`config.mk`:
```
export PLATFORM = sky130hd
export DESIGN_NAME = minimig_bankmap_prog
export DESIGN_NICKNAME = d
export VERILOG_FILES = /design/src/rtl/minimig_bankmap_prog.sv
export SDC_FILE = /design/constraint.sdc
export NUM_CORES = 1
export LEC_CHECK = 0
export ABC_AREA = 0
export CORE_MARGIN = 1
export CORE_UTILIZATION = 55
export CTS_CLUSTER_SIZE = 10
export DETAILED_ROUTE_END_ITERATION = 8
export PLACE_DENSITY = 0.86
export SETUP_SLACK_MARGIN = 0.5
export SLEW_MARGIN = 20
export SYNTH_ARGS = -nofsm -noshare
export SYNTH_HDL_FRONTEND = slang
export SYNTH_SLANG_ARGS = --single-unit
```
`constraint.sdc`:
```
create_clock -name clk -period 1.9 [get_ports clk]
set_input_delay 0.38 -clock clk [delete_from_list [all_inputs] [get_ports clk]]
set_output_delay 0.38 -clock clk [all_outputs]
set_load 0.02 [all_outputs]
```
`src/rtl/minimig_bankmap_prog.sv`:
```
// Programmable region-select to bank mapper with a shadow table that is
// committed only between accesses, so a remap never splits an in-flight cycle.
module minimig_bankmap_prog #(
   parameter  int NSEL  = 12,
   parameter  int NBANK = 8,
   localparam int BW    = $clog2(NBANK),
   localparam int AW    = $clog2(NSEL)
) (
   input  logic             clk,
   input  logic             reset_n,
   input  logic [NSEL-1:0]  sel,
   input  logic             sel_valid,
   output logic [NBANK-1:0] bank,
   output logic             bank_valid,
   input  logic             cfg_we,
   input  logic [AW-1:0]    cfg_addr,
   input  logic [BW:0]      cfg_data,
   input  logic             cfg_commit,
   output logic             cfg_busy,
   output logic             cfg_done,
   output logic             multi_hit
);

   // state     | meaning
   // ST_IDLE   | active table in use, shadow writable
   // ST_PEND   | commit requested, waiting for an edge with sel_valid low
   localparam logic [0:0] ST_IDLE = 1'b0;
   localparam logic [0:0] ST_PEND = 1'b1;

   localparam logic [NBANK-1:0] BANK_ONE = NBANK'(1);

   logic [0:0]             state_q, state_d;
   logic [NSEL-1:0]        sh_en_q, sh_en_d;
   logic [NSEL-1:0][BW-1:0] sh_idx_q, sh_idx_d;
   logic [NSEL-1:0]        act_en_q, act_en_d;
   logic [NSEL-1:0][BW-1:0] act_idx_q, act_idx_d;
   logic [NBANK-1:0]       bank_q, bank_d;
   logic                   bank_valid_q, bank_valid_d;
   logic                   cfg_done_q, cfg_done_d;
   logic                   multi_hit_q, multi_hit_d;

   logic [NSEL-1:0]        hit;
   logic                   multi_now;
   logic                   apply;
   logic                   write_ok;

   always_comb begin
      hit    = '0;
      bank_d = '0;
      for (int i = 0; i < NSEL; i++) begin
         hit[i] = sel_valid & sel[i] & act_en_q[i];
         // An out-of-range idx shifts the bit off the top and maps nowhere.
         if (hit[i]) bank_d = bank_d | (BANK_ONE << act_idx_q[i]);
      end
      multi_now    = (hit & (hit - NSEL'(1))) != '0;
      bank_valid_d = sel_valid;

      apply    = (state_q == ST_PEND) & ~sel_valid;
      write_ok = cfg_we & (state_q == ST_IDLE) &
                 ({1'b0, cfg_addr} < (AW+1)'(NSEL));

      state_d = state_q;
      case (state_q)
         ST_IDLE: if (cfg_commit) state_d = ST_PEND;
         ST_PEND: if (!sel_valid) state_d = ST_IDLE;
         default: state_d = ST_IDLE;
      endcase

      sh_en_d  = sh_en_q;
      sh_idx_d = sh_idx_q;
      for (int i = 0; i < NSEL; i++) begin
         if (write_ok && (cfg_addr == AW'(i))) begin
            sh_en_d[i]  = cfg_data[BW];
            sh_idx_d[i] = cfg_data[BW-1:0];
         end
      end

      act_en_d    = apply ? sh_en_q  : act_en_q;
      act_idx_d   = apply ? sh_idx_q : act_idx_q;
      cfg_done_d  = apply;
      multi_hit_d = apply ? 1'b0 : (multi_hit_q | multi_now);
   end

   always_ff @(posedge clk or negedge reset_n) begin
      if (!reset_n) begin
         state_q      <= ST_IDLE;
         sh_en_q      <= '1;
         act_en_q     <= '1;
         for (int i = 0; i < NSEL; i++) begin
            sh_idx_q[i]  <= BW'(i % NBANK);
            act_idx_q[i] <= BW'(i % NBANK);
         end
         bank_q       <= '0;
         bank_valid_q <= 1'b0;
         cfg_done_q   <= 1'b0;
         multi_hit_q  <= 1'b0;
      end else begin
         state_q      <= state_d;
         sh_en_q      <= sh_en_d;
         sh_idx_q     <= sh_idx_d;
         act_en_q     <= act_en_d;
         act_idx_q    <= act_idx_d;
         bank_q       <= bank_d;
         bank_valid_q <= bank_valid_d;
         cfg_done_q   <= cfg_done_d;
         multi_hit_q  <= multi_hit_d;
      end
   end

   assign bank       = bank_q;
   assign bank_valid = bank_valid_q;
   assign cfg_busy   = (state_q == ST_PEND);
   assign cfg_done   = cfg_done_q;
   assign multi_hit  = multi_hit_q;

endmodule

```
==> metrics.yaml <==
critical_path:
  end_kind: "flop"
  rrSetupSlack_ns: -0.05
  cp_max_fo: 4
  r2r_end: "multi_hit$_DFF_PN0_"
  worstReg2RegStart: "act_en_q[0]$_DFFE_PN1P_"
  cp.depth: 6
  r2r_cells: 6
  cpMaxStageDelayCell: "dfstp_2"
  cp-endpoint: "multi_hit$_DFF_PN0_"
  worstSetupPathType: "flop to flop"
  crit_chain: "a22o_1 > buf_4 > o21ai_0 > a32oi_1 > a21oi_1 > a211oi_2"
  crit_family: "compound AO/OA/AOI/OAI gates"
  crit_arrival_ns: 2.26
  cp-startpoint: "act_en_q[0]$_DFFE_PN1P_"
  cp-start-kind: "flop"
  cpPeakStageDelay_ns: 0.59
  crit_buf_inv: 1
  cp_data_required_time_ns: 2.21
logic_synthesis:
  synthesis.nets: 458
  syn_area_per_cell_um2: 11.8
  synth_edf_count: 0
  syn_area_um2: 5120
  postSynth.asyncResetShare: 1.00
  synthCells: 433
  yosysSeqAreaShare: 0.542
  synthFlopType: "dfstp_2"
  ys_warn_count: 0
  post_synth_num_cell_types: 39
  ys_seq_elements: 108
global_route:
  grt_pass1_wl_um: 26300
  grt_pass1_vias: 4566
  grt_max_degree: 64
  grt_antenna_before_repair: 0
  grt_remaining_overflow: 0
  grt_usage: 0.369
power_and_ir_drop:
  p_sw_frac: 0.362
  combPwrFrac: 0.319
  p_int_uw: 4970
  p_per_area_nw_per_um2: 1060
  p_sw_uw: 2830
  peakVddDrop_mv: 0.893
  p_leak_uw: 0.00312
  p_seq_frac: 0.500
  clock_power_share: 0.181
status:
  failed_checks: "negative setup slack"
  outcome: "finished with violations"
worst_hold_path:
  holdCritPathClass: "primary input to flop"
timing:
  maxSlewHeadroom: 0.598
  setup_viol_count_final: 1
  finalHoldViolCount: 0
  fin_crit_ns: 1.95
  timing.final.ws_setup_ns: -0.0473
  rsz0062_at_grt: "yes"
  hold_ws_ns: 0.324
  fmax_mhz: 514
  slew_violations: 0
  worst_slew_pin_slew_ns: 0.601
  post-route-period-util: 1.02
  skew_ns: 0.0217
placement:
  io_buffers: 36
  dp_hpwl_um: 10900
  dp_cells: 615
  placed_area_um2: 6090
  gp_congestion: 0.972
die:
  coreArea_um2: 8850
  rows: 34
  io_pins: 37
  dieArea_um2: 9690
  fp.dieW_um: 98.5
  die_y_um: 98.5
  start_util: 0.578
clock_network:
  htree_levels: 3
  cts_max_path_buffers: 2
  clk_pin_slew_ns: 0.13
  numCtsBuffers: 9
  root_buffer: "clkbuf_8"
  clk_latency_ns: 0.40
  cts_tree: "done"
  cts.sinks: 108
cells_and_area:
  mostFrequentLayoutCells: "64 x mux2_2, 56 x dfstp_2, 56 x buf_4, 51 x dfrtp_1, 26 x mux2_4"
  final_cells: 665
  drive_above_1_share: 0.609
  final_common_cell: "mux2_2"
  fill_cells: 444
  final_nets: 577
  synthToLayoutAreaGrowth_pct: 43.7
  diodes: 0
  final_area_um2: 7360
routing:
  drtIter0Drc: 527
  first_pass_iters: 7
  antenna_left: 0
  wire_per_inst_um: 28.0
  via_count: 4604
  drc: 0
  viasPerCell: 6.92
  finalWirelength_um: 18600
run:
  maxCapViolCount: 0
## synth_stat cells, types with 2 or more instances
library cell / n / area, um^2
nor3b_1: 12 / 90.1
nand2b_1: 12 / 75.1
nor2b_1: 3 / 18.8
nand3_1: 11 / 55.1
a211oi_1: 2 / 15.0
a31oi_1: 5 / 31.3
clkbuf_1: 7 / 26.3
mux2_2: 90 / 1010
nor2_1: 11 / 41.3
dfstp_2: 56 / 1470
nand4_1: 13 / 81.3
and3_1: 5 / 31.3
nand4b_1: 6 / 52.6
and4_1: 2 / 17.5
buf_2: 9 / 45.0
nand2_1: 34 / 128
dfrtp_1: 52 / 1300
a22o_1: 3 / 26.3
o21ai_0: 8 / 40.0
nor4_1: 8 / 50.1
o22ai_1: 15 / 93.8
a21oi_1: 2 / 10.0
o32ai_1: 8 / 70.1
o211ai_1: 2 / 15.0
or3_1: 3 / 18.8
inv_1: 10 / 37.5
nor3_1: 32 / 160
## what timing repair did
action | in CTS | in global routing
setup endpoints to repair | 116 | 85
pin swaps | 26 | 20
hold endpoints to repair | 8 | 0
gates resized for setup | 136 | 68
gates cloned | 6 | 1
hold buffers | 1 | 0
setup buffers | 13 | 13
## stage by stage
step / setup TNS [ns] / total power, uW / util / setup slack [ns]
3_3_place_gp: -7.99 / 5420 / 0.689 / -0.322
5_1_grt: -0.0532 / 8030 / 0.831 / -0.0532
6_report: -0.0473 / 7800 / 0.831 / -0.0473
2_1_floorplan: 0 / 4660 / - / 0.334
4_1_cts: 0 / 7240 / 0.786 / 0.195
3_5_place_dp: -9.52 / 5540 / 0.689 / -0.324
## kinds of logic (layout without fill, tap and decap cells)
logic type,after synthesis,in the layout,share of synthesized area
mux,90,90,0.198
compound gates,52,52,0.0707
simple gates,155,155,0.165
flops,108,108,0.542
buf+inv,28,152,0.0249
## worst register-to-register path, cell delays in order (launching register included)
cell	delay [ns]
dfstp_2	0.59
a22o_1	0.22
buf_4	0.17
o21ai_0	0.18
a32oi_1	0.27
a21oi_1	0.17
a211oi_2	0.28
## area by class of cell
class | count | area [um^2] | area share
Timing Repair Buffer | 126 | 1350 | 0.184
Clock buffer | 10 | 128 | 0.0173
Multi-Input combinational cell | 297 | 2870 | 0.390
Clock inverter | 6 | 60.1 | 0.00816
Sequential cell | 108 | 2770 | 0.377
Inverter | 10 | 37.5 | 0.00510
Tap cell | 108 | 135 | 0.0184
## registers in the layout (all words and copies together), names as in the netlist
register    flops
sh_idx_q       36
bank_valid      1
sh_en_q        12
bank            8
cfg_done        1
cfg_busy        1
act_en_q       12
multi_hit       1
act_idx_q      36
## power groups by stage
stage	clock network [uW]	registers (uW)	logic (uW)
after detailed placement	0	3780	1760
after global placement	0	3730	1690
after CTS	1390	3760	2100
after floorplan	0	3600	1060
final	1410	3900	2490
after global routing	1500	3950	2580
## per-layer routing
layer | routed length [um] | GRT usage | part of all wire | up-vias
met1 | 6880 | 0.461 | 0.37 | 2251
met4 | 1150 | 0.184 | 0.062 | 0
met5 | 0 | 0 | 0 | -
li1 | - | - | - | 1866
met3 | 1580 | 0.0631 | 0.085 | 128
met2 | 9020 | 0.625 | 0.48 | 359
## worst min-delay path by stage
stage / from / end / slack (ns) / cells past startpoint
after floorplan: reset_n / act_idx_q[0]$_DFFE_PN0P_ / 0.08 / 0
after global placement: reset_n / act_idx_q[5]$_DFFE_PN0P_ / 0.23 / 1
after detailed placement: reset_n / act_idx_q[5]$_DFFE_PN0P_ / 0.24 / 1
after CTS: sel_valid / bank_valid$_DFF_PN0_ / 0.32 / 2
after global routing: sel_valid / bank_valid$_DFF_PN0_ / 0.33 / 2
final: sel_valid / bank_valid$_DFF_PN0_ / 0.32 / 2
(Power assumes the default switching activity.)
